<file path="src/rtl/joy_db9md_multi.sv">
// Multi-port Megadrive/SMS DB9 pad scanner with a shared select line.
// Define JOYDB9MD_DEBOUNCE_EN to publish a word only after two equal frames.
module joy_db9md_multi #(
  parameter int NUM_PORTS    = 2,
  parameter int PHASE_CYCLES = 512,
  parameter int FRAME_STEPS  = 64
) (
  input  logic                   clk,
  input  logic                   reset,
  input  logic [6*NUM_PORTS-1:0] joy_in,
  output logic                   joy_mdsel,
  output logic [12*NUM_PORTS-1:0] joystick,
  output logic [NUM_PORTS-1:0]   six_btn,
  output logic [NUM_PORTS-1:0]   md_pad,
  output logic                   frame_valid
);

  localparam int PW = $clog2(PHASE_CYCLES);
  localparam int SW = $clog2(FRAME_STEPS);

  localparam logic [SW-1:0] ST_LOAD = SW'(2);
  localparam logic [SW-1:0] ST_MD   = SW'(3);
  localparam logic [SW-1:0] ST_SIX  = SW'(5);
  localparam logic [SW-1:0] ST_XYZ  = SW'(6);
  localparam logic [SW-1:0] ST_PUB  = SW'(7);

  logic [PW-1:0] pcnt;
  logic [SW-1:0] step;
  logic          tick;

  logic [6*NUM_PORTS-1:0] sync1;
  logic [6*NUM_PORTS-1:0] sync2;

  assign tick = (pcnt == PW'(PHASE_CYCLES - 1));

  always_ff @(posedge clk or posedge reset) begin
    if (reset) begin
      pcnt <= '0;
      step <= '0;
    end else begin
      pcnt <= tick ? '0 : pcnt + 1'b1;
      if (tick)
        step <= (step == SW'(FRAME_STEPS - 1)) ? '0 : step + 1'b1;
    end
  end

  always_ff @(posedge clk or posedge reset) begin
    if (reset) begin
      sync1 <= '1;
      sync2 <= '1;
    end else begin
      sync1 <= joy_in;
      sync2 <= sync1;
    end
  end

  // Even steps 0..6 drive select low; every other step leaves it high.
  always_ff @(posedge clk or posedge reset) begin
    if (reset) begin
      joy_mdsel   <= 1'b1;
      frame_valid <= 1'b0;
    end else begin
      frame_valid <= tick && (step == ST_PUB);
      if (tick)
        joy_mdsel <= (step >= SW'(7)) || step[0];
    end
  end

  for (genvar p = 0; p < NUM_PORTS; p++) begin : g_port
    logic [5:0]  s;
    logic [11:0] raw;
    logic [11:0] word;
    logic [11:0] pub;
    logic        six;
    logic        md;
    logic        six_q;
    logic        md_q;
`ifdef JOYDB9MD_DEBOUNCE_EN
    logic [11:0] hist;
`endif

    assign s    = sync2[6*p +: 6];
    assign word = ~{raw[8], raw[7], raw[11:9],
                    raw[5:4], raw[6], raw[3:0]};

    always_ff @(posedge clk or posedge reset) begin
      if (reset) begin
        raw <= 12'hFFF;
        six <= 1'b0;
        md  <= 1'b0;
      end else if (tick) begin
        unique case (1'b1)
          step == ST_LOAD: begin
            raw[5:0]  <= s;
            raw[11:6] <= 6'h3F;
            six       <= 1'b0;
          end
          step == ST_MD: begin
            // L and R both low while select is low marks a Megadrive pad
            if (s[1:0] == 2'b00) begin
              raw[7:6] <= s[5:4];
              md       <= 1'b1;
            end else begin
              md <= 1'b0;
            end
          end
          step == ST_SIX: begin
            if (s[3:0] == 4'h0)
              six <= 1'b1;
          end
          step == ST_XYZ: begin
            if (six)
              raw[11:8] <= s[3:0];
          end
          default: ;
        endcase
      end
    end

    always_ff @(posedge clk or posedge reset) begin
      if (reset) begin
        pub   <= '0;
        six_q <= 1'b0;
        md_q  <= 1'b0;
`ifdef JOYDB9MD_DEBOUNCE_EN
        hist  <= '0;
`endif
      end else if (tick && step == ST_PUB) begin
        six_q <= six;
        md_q  <= md;
`ifdef JOYDB9MD_DEBOUNCE_EN
        hist  <= word;
        if (word == hist)
          pub <= word;
`else
        pub   <= word;
`endif
      end
    end

    assign joystick[12*p +: 12] = pub;
    assign six_btn[p]           = six_q;
    assign md_pad[p]            = md_q;
  end

endmodule

</file>
<file path="config.mk">
export PLATFORM = sky130hd
export DESIGN_NAME = joy_db9md_multi
export DESIGN_NICKNAME = d
export VERILOG_FILES = /design/src/rtl/joy_db9md_multi.sv
export SDC_FILE = /design/constraint.sdc
export NUM_CORES = 1
export LEC_CHECK = 0
export ABC_CLOCK_PERIOD_IN_PS = 6200
export BUFFER_PORTS_ARGS = -buffer_cell sky130_fd_sc_hd__buf_2
export CORE_AREA = 8 8 108 110
export DETAILED_ROUTE_END_ITERATION = 8
export DIE_AREA = 0 0 116 118
export MAX_ROUTING_LAYER = met4
export PLACE_DENSITY = 0.64
export SKIP_LAST_GASP = 1
export SLEW_MARGIN = 20
export SYNTH_ARGS = -nofsm -noshare
export SYNTH_HDL_FRONTEND = slang
export SYNTH_SLANG_ARGS = --single-unit
</file>
<file path="constraint.sdc">
create_clock -name clk -period 6.2 [get_ports clk]
set_input_delay 1.24 -clock clk [delete_from_list [all_inputs] [get_ports clk]]
set_output_delay 1.24 -clock clk [all_outputs]
set_load 0.03 [all_outputs]
</file>
==> results of run 1 <==
[cell families after synthesis]
group,count (synthesis)
adder cells (fa/ha/maj),7
XOR/XNOR,5
multiplexers,51
buffers and inverters,45
AND/OR/NAND/NOR,55
flip-flops,97
AO/OA/AOI/OAI,29
[layout by cell type, fill, tap and decap left out, types with 3 or more instances in the layout]
| cell | netlist | final |
|---|---|---|
| nor4_1 | 4 | 4 |
| nand4_1 | 3 | 3 |
| a21oi_1 | 11 | 11 |
| dfstp_2 | 49 | 49 |
| nand3b_1 | 9 | 9 |
| mux2i_1 | 26 | 26 |
| o211ai_1 | 3 | 3 |
| nand2_1 | 5 | 5 |
| nand3_1 | 6 | 6 |
| inv_1 | 29 | 28 |
| buf_2 | 3 | 43 |
| ha_1 | 7 | 7 |
| mux2_2 | 25 | 25 |
| dfrtp_1 | 48 | 48 |
| o21ai_0 | 7 | 7 |
| xnor2_1 | 3 | 3 |
| clkbuf_8 | 0 | 10 |
| nor2_1 | 8 | 8 |
| or3_1 | 4 | 4 |
| nor3_1 | 3 | 3 |
[area by class of cell]
cell class	count	area, µm²
repair buffers	45	230
clock inverters	4	51.3
flip-flops and latches	97	2490
clock buffers	12	145
well taps	136	170
fillers	941	5580
multi-input cells	147	1220
inverters	29	110
[state kept, by name, summed over array words and instances (netlist names)]
name          cells
g_port.md_q       2
step              6
pcnt              9
frame_valid       1
g_port.six_q      2
sync1            12
joy_mdsel         1
g_port.six        2
g_port.raw       24
g_port.pub       24
g_port.md         2
sync2            12
[power breakdown]
part | internal (W) | switching (W)
logic | 0.00000509 | 0.0000142
registers | 0.000648 | 0.00000561
clock network | 0.000199 | 0.000211
[metal layers]
layer	wire [µm]	share of wire, %
met1	3040	44
met2	3360	49
met3	261	3.8
met4	194	2.8
met5	0	0
[worst paths after layout]
kind | startpoint | end | slack, ns
hold reg to reg | sync1[3] | sync2[3] | 0.34
hold / removal | sync1[3] | sync2[3] | 0.34
max in group asynchronous | reset | g_port[1].md_q | 4.09
setup reg to reg | pcnt[0] | g_port[1].six_q | 3.62
setup / recovery | pcnt[0] | g_port[1].six_q | 3.62
min in group asynchronous | reset | g_port[1].pub[5] | 0.97
[through the flow]
step / std cells / hold slack (ns) / util (%) / instance area (µm²)
4_1_cts: 470 / 0.352 / 44.2 / 4420
6_report: 470 / 0.341 / 44.2 / 4420
3_3_place_gp: 454 / 0.346 / 42.2 / 4220
2_1_floorplan: 289 / 0.345 / - / 3920
5_1_grt: 470 / 0.346 / 44.2 / 4420
3_5_place_dp: 454 / 0.347 / 42.2 / 4220
==> qor.yml, run 1 <==
outcome:
  run_status: "complete, no violations"
synth:
  synth_mux_area_share_pct: 13.8
  postSynthCellCount: 289
  async_reset_ff_share_pct: 100
  synth_compound_area_share_pct: 4.69
  synth_area_leaders: "dfstp_2 33%, dfrtp_1 31%, mux2_2 7.2%"
  synthAdderAreaFrac_pct: 2.23
  synth_edf_count: 0
  synth_nets: 310
  synthTopCellsByCount: "49 x dfstp_2, 48 x dfrtp_1, 29 x inv_1, 26 x mux2i_1, 25 x mux2_2"
  seq_area_frac_synth_pct: 63.5
  yosysMostFrequentCell: "dfstp_2"
  yosysWarnings: 0
  yosys.cell_types.count: 39
  synth_top_family_by_area: "multiplexers"
  synth_ff_type: "dfstp_2"
  synth_xor_xnor_area_share_pct: 1.12
  synth-simple-area-share_pct: 9.26
  syn-cell-area_mm2: 0.00392
  avgSynthCellArea_um2: 13.6
  ys_ff_latch: 97
  synth_largest_area_cell: "dfstp_2"
  synth_top_area_share_pct: 32.9
setup_path:
  critPathRequiredTime_ns: 6.45
  cp_data_arrival_time_ns: 2.82
  crit_path_frequent_cell: "ha_1"
  critPathSlowestCell: "ha_1"
  r2r_cells: 7
  path_cells: "ha_1, nand3_1, nor2_1, ha_1, and4_1, buf_4, mux2_2"
  crit_family: "adder cells"
  critical_path_class: "register to register"
  worstPathMaxFanout: 29
  cp_num_cells: 7
  start_kind: "register"
  critPathCaptureType: "register"
  crit_buf_inv: 1
  slowest_delay_ns: 0.54
cells_and_area:
  area_delta_synth_final_pct: 12.7
  n_antenna_cell: 0
  drive_gt1_share_pct: 41.9
  final_nets: 350
timing:
  max_clock_freq_mhz: 388
  layout_setup_ws_ns: 3.62
  post-route-period-util_pct: 41.6
  fin_crit_ns: 2.58
  relSlewSlack_pct: 39.3
  setup-tns-final_ns: 0
  final-max-slew-violation-count: 0
  rsz0062_at_grt: "false"
  finalSetupViolations: 0
  worst_pin_slew_ns: 0.908
  clock_skew_ns: 0.0196
  hold_viol_final: 0
die:
  die_area_mm2: 0.0137
  coreArea_mm2: 0.0100
  die_w_um: 116
  row_count: 37
  start_util_pct: 39.2
  io_pins: 44
  dieHeight_um: 118
detailed_routing:
  dr_total_vias: 2224
  drc: 0
  antenna_left: 0
  viasPerCell: 4.73
  wl_per_cell_um: 14.6
  wirelength_mm: 6.87
  drt_iter0_drc: 92
  dr.pass1.iters: 4
grt:
  grt_start_max_net_pins: 55
  grt-busiest-layer: "met2"
  grtUsageTotal_pct: 11.3
  grt_use_met3_pct: 2.31
  use_met2_pct: 17.4
  first_global_vias: 2317
  antenna_found_initial: 0
  met1_usage_pct: 13.2
  grt_overflow: 0
  grt_pass1_wl_mm: 11.7
cts:
  cts_made_buffers: 9
  path_clk_slew_ns: 0.09
  clk_latency_ns: 0.36
  cts.sinks: 97
  hold_buffers: 0
  cts_resized: 0
  ctsLongestPathBuffers: 2
  htreeDepth: 3
  clockRootBuffer: "clkbuf_8"
  cts_setup_buffers: 0
  cts_tree: "built"
power:
  p_total_w: 0.00108
  ir_drop_mv: 0.123
  power_density_mw_per_mm2: 245
  leakage_nw: 1.98
placement:
  gp_congestion: 0.748
  io_buffers: 43
  dp_hpwl_mm: 4.69
  pre_cts_slack_ns: 3.60
run:
  maxCapViolations: 0
hold_path:
  whs_path_depth: 0
  hp-class: "register to register"
Note: power is estimated with default switching activity, not from simulation.
==> inputs of run 2 (changes only) <==
Settings changed: ABC_CLOCK_PERIOD_IN_PS 6200 to 2400.
Clock period 6.2 ns to 2.4 ns, I/O delays scaled along.
==> run 2 against run 1 <==
Net effect:
- clock-buffer cell count grew 2
- setup slack lost 3.4 ns
- total power grew 150%
- critical path depth grew 1
- die area is the same
- clock power grew 130%
- sequential cell count is the same
- critical endpoint is now g_port[1].raw[3]
- wire length grew 0.60%
- combinational power grew to 2.9 times the previous value
- global-route usage is essentially flat
==> qor.yml, run 2 (synthesis gave the netlist of run 1 again) <==
grt:
  grt_start_max_net_pins: 42
  grt_pass1_wl_mm: 11.8
  antenna_found_initial: 0
  first_global_vias: 2413
  grt_overflow: 0
  grtUsageTotal_pct: 11.4
cells_and_area:
  n_antenna_cell: 0
  finalNonFillerCells: 479
  multiInputGateArea_mm2: 0.00123
  final_nets: 359
  regArea_mm2: 0.00249
  drive_gt1_share_pct: 44.3
  area_delta_synth_final_pct: 15.6
  design_area_mm2: 0.00453
  final_common_cell: "dfstp_2"
  final_cell_mix: "49 x dfstp_2, 48 x dfrtp_1, 43 x buf_2"
  reg.largest.list: "g_port.pub x24, g_port.raw x24"
  n_fill_cell: 907
timing:
  finalSetupViolations: 0
  clock_skew_ns: 0.0114
  hold_viol_final: 0
  max_clock_freq_mhz: 452
  layout_setup_ws_ns: 0.190
  final-max-slew-violation-count: 0
  fin_crit_ns: 2.21
  worst_pin_slew_ns: 0.599
  relSlewSlack_pct: 60.0
  post-route-period-util_pct: 92.1
setup_path:
  critPathCaptureType: "register"
  worstPathMaxFanout: 14
  critPathRequiredTime_ns: 2.69
  start_kind: "register"
  reg2reg_slack_ns: 0.19
  critical_path_class: "register to register"
  cp_data_arrival_time_ns: 2.50
die:
  row_count: 37
  coreArea_mm2: 0.0100
  start_util_pct: 39.2
  dieHeight_um: 118
  die_w_um: 116
  die_area_mm2: 0.0137
  io_pins: 44
placement:
  io_buffers: 43
  gp_congestion: 0.769
  placedCellCount: 461
  dp_hpwl_mm: 4.99
  placed_area_mm2: 0.00432
  pre_cts_slack_ns: 0.0936
cts:
  path_clk_slew_ns: 0.08
  ctsLongestPathBuffers: 2
  cts_made_buffers: 9
  hold_buffers: 0
  cts.sinks: 97
  htreeDepth: 3
  clockRootBuffer: "clkbuf_8"
  clk_latency_ns: 0.36
  cts_tree: "built"
hold_path:
  hp-class: "input pin to asynchronous set/reset pin"
outcome:
  run_status: "complete, no violations"
detailed_routing:
  drt_iter0_drc: 100
  dr_total_vias: 2270
  antenna_left: 0
  drc: 0
  wl_per_cell_um: 14.4
  dr.pass1.iters: 4
  wirelength_mm: 6.91
  viasPerCell: 4.74
power:
  power_density_mw_per_mm2: 596
  ir_drop_mv: 0.272
  leakage_nw: 2.04
run:
  maxCapViolations: 0
-- run 2: path summary, 6_finish.rpt --
path	endpoint	startpoint	depth (start not counted)
worst min-delay path	step[2]	reset	2
max in group asynchronous	g_port[1].raw[11]	reset	3
min in group clk	sync1[9]	joy_in[9]	1
worst max register to register	g_port[1].raw[3]	pcnt[0]	8
worst min register to register	sync2[8]	sync1[8]	0
worst max-delay path	g_port[1].raw[3]	pcnt[0]	8
-- run 2: timing repair --
item | CTS | global route
resized for setup | 0 | 4
buffers inserted | 0 | 2
setup endpoints to repair | 0 | 26
-- run 2: critical path: stages, from the launching register on --
cell and delay, ns:
dfrtp_1 0.38, ha_1 0.24, nand3_1 0.09, nor2_1 0.17, ha_2 0.27, nor4b_4 0.24
buf_4 0.18, nand3b_4 0.20, mux2_2 0.36
-- run 2: power breakdown --
part | leakage (nW) | internal (W) | switching, W | total (W)
clock network | 0.0907 | 0.000436 | 0.000522 | 0.000957
registers | 1.17 | 0.00167 | 0.0000143 | 0.00169
logic | 0.779 | 0.0000192 | 0.0000377 | 0.0000569
-- run 2: layout make-up --
type	instances	area share, %
sequential	97	54.9
multi-input combinational	147	27.3
timing repair buffer	54	7.68
tap	136	3.76
clock buffer	14	3.59
inverter	29	2.49
clock inverter	2	0.304
-- run 2: metrics by stage --
step / util [%] / TNS [ns] / hold slack (ns) / total power [W]
2_1_floorplan: - / 0 / 0.345 / 0.00174
3_3_place_gp: 43.2 / 0 / 0.346 / 0.00177
3_5_place_dp: 43.2 / 0 / 0.347 / 0.00178
4_1_cts: 45.0 / 0 / 0.192 / 0.00275
5_1_grt: 45.3 / -0.0530 / 0.182 / 0.00282
6_report: 45.3 / 0 / 0.190 / 0.00270
-- run 2: layer usage --
layer	GRT usage [%]	wire length, µm	up-vias
li1	-	-	1086
met1	13.3	3080	1133
met2	17.3	3370	39
met3	2.26	264	12
met4	7.54	199	0
met5	-	0	-
==> inputs of run 3 (changes only) <==
Settings changed: CORE_AREA 8 8 108 110 to 8 8 98 100, DIE_AREA 0 0 116 118 to 0 0 106 108, PLACE_DENSITY 0.64 to 0.75.
==> run 3 against run 2 <==
Net effect:
- sequential share of layout area rose by 1.4 points
- register-to-register slack got worse by 0.02 ns
- maximum frequency fell by 1.1%
- core utilization rose by 9.6 points
- critical path depth fell by 1
- sequential power barely moved
- critical endpoint is now g_port[1].raw[6]
- largest cell class unchanged
==> qor.yml, run 3 (synthesis gave the netlist of run 1 again) <==
power:
  power_density_mw_per_mm2: 613
  leakage_nw: 2.01
  ir_drop_mv: 0.257
setup_path:
  path_cells: "ha_1, nand3_1, nor2_1, ha_1, or4b_1, o41ai_1, a21oi_1"
  critPathSlowestCell: "or4b_1"
  critPathCaptureType: "register"
  slowest_delay_ns: 0.54
  critPathRequiredTime_ns: 2.68
  cp_data_arrival_time_ns: 2.51
  critical_path_class: "register to register"
  crit_path_frequent_cell: "ha_1"
  worstPathMaxFanout: 5
  start_kind: "register"
detailed_routing:
  dr.pass1.iters: 4
  wirelength_mm: 6.94
  dr_total_vias: 2285
  viasPerCell: 5.13
  drt_iter0_drc: 136
  wl_per_cell_um: 15.6
  drc: 0
  antenna_left: 0
die:
  dieHeight_um: 108
  die_w_um: 106
  io_pins: 44
  start_util_pct: 48.7
  coreArea_mm2: 0.00805
  die_area_mm2: 0.0114
  row_count: 33
grt:
  first_global_vias: 2363
  grtUsageTotal_pct: 13.2
  grt_overflow: 0
  antenna_found_initial: 0
  grt_start_max_net_pins: 98
  grt_pass1_wl_mm: 11.6
cells_and_area:
  drive_gt1_share_pct: 43.2
  final_cell_mix: "49 x dfstp_2, 48 x dfrtp_1, 43 x buf_2"
  reg.largest.list: "g_port.pub x24, g_port.raw x24"
  area_delta_synth_final_pct: 12.8
  final_nets: 356
  final_common_cell: "dfstp_2"
  n_antenna_cell: 0
cts:
  ctsLongestPathBuffers: 2
  cts_tree: "built"
  clockRootBuffer: "clkbuf_8"
  cts.sinks: 97
  hold_buffers: 0
  cts_setup_buffers: 0
  clk_latency_ns: 0.36
  htreeDepth: 3
  cts_made_buffers: 9
  path_clk_slew_ns: 0.09
  cts_resized: 0
timing:
  max_clock_freq_mhz: 448
  final-max-slew-violation-count: 0
  rsz0062_at_grt: "false"
  post-route-period-util_pct: 93.1
  hold_slack_ns: 0.211
  fin_crit_ns: 2.23
  worst_pin_slew_ns: 0.527
  relSlewSlack_pct: 64.9
  hold_viol_final: 0
  clock_skew_ns: 0.00933
  setup-tns-final_ns: 0
  finalSetupViolations: 0
placement:
  gp_congestion: 0.761
  dp_hpwl_mm: 4.83
  io_buffers: 43
outcome:
  run_status: "complete, no violations"
run:
  maxCapViolations: 0
hold_path:
  hp-class: "input pin to register"
-- run 3: per-layer routing --
metal / vias to the layer above / global-route usage, % / share of wire (%)
met2: 33 / 21.9 / 51
met5: - / - / 0
met1: 1166 / 14.6 / 43
met4: 0 / 7.84 / 2.1
li1: 1077 / - / -
met3: 9 / 2.50 / 3.6
-- run 3: path summary, 6_finish.rpt --
check	cells past startpoint	slack, ns	to	from
worst min register to register	0	0.35	sync2[3]	sync1[3]
max in group asynchronous	3	1.74	sync1[3]	reset
min in group asynchronous	3	0.24	g_port[0].pub[6]	reset
worst min-delay path	1	0.21	sync1[7]	joy_in[7]
worst max register to register	7	0.17	g_port[1].raw[6]	pcnt[0]
worst max-delay path	7	0.17	g_port[1].raw[6]	pcnt[0]
-- run 3: cell type report --
cell class,count,area (µm²)
fillers,684,3630
flip-flops and latches,97,2490
multi-input cells,147,1220
repair buffers,51,288
clock buffers,12,155
well taps,105,131
inverters,29,113
clock inverters,4,26.3
-- run 3: stage by stage --
stage / utilization (%) / instances / instance area [µm²] / setup WS [ns] / power [W]
after global routing: 54.9 / 445 / 4420 / 0.0145 / 0.00282
after global placement: 52.6 / 428 / 4230 / 0.261 / 0.00177
after floorplan: - / 289 / 3920 / 0.330 / 0.00174
after detailed placement: 52.6 / 428 / 4230 / 0.185 / 0.00177
final: 54.9 / 445 / 4420 / 0.166 / 0.00271
after CTS: 54.8 / 444 / 4410 / 0.178 / 0.00275
-- run 3: power breakdown --
group / total (W) / switching, W / internal, W / leakage [nW]
combinational: 0.0000518 / 0.0000362 / 0.0000157 / 0.752
clock: 0.000970 / 0.000538 / 0.000433 / 0.0889
sequential: 0.00169 / 0.0000143 / 0.00167 / 1.17
total: 0.00271 / 0.000588 / 0.00212 / 2.01
-- run 3: worst max-delay path, delay by kind of cell, from the launching register on --
family          cells  cell delay (ns)
compound gates      2             0.49
fa+ha+maj           2             0.50
flops               1             0.39
simple gates        3             0.78
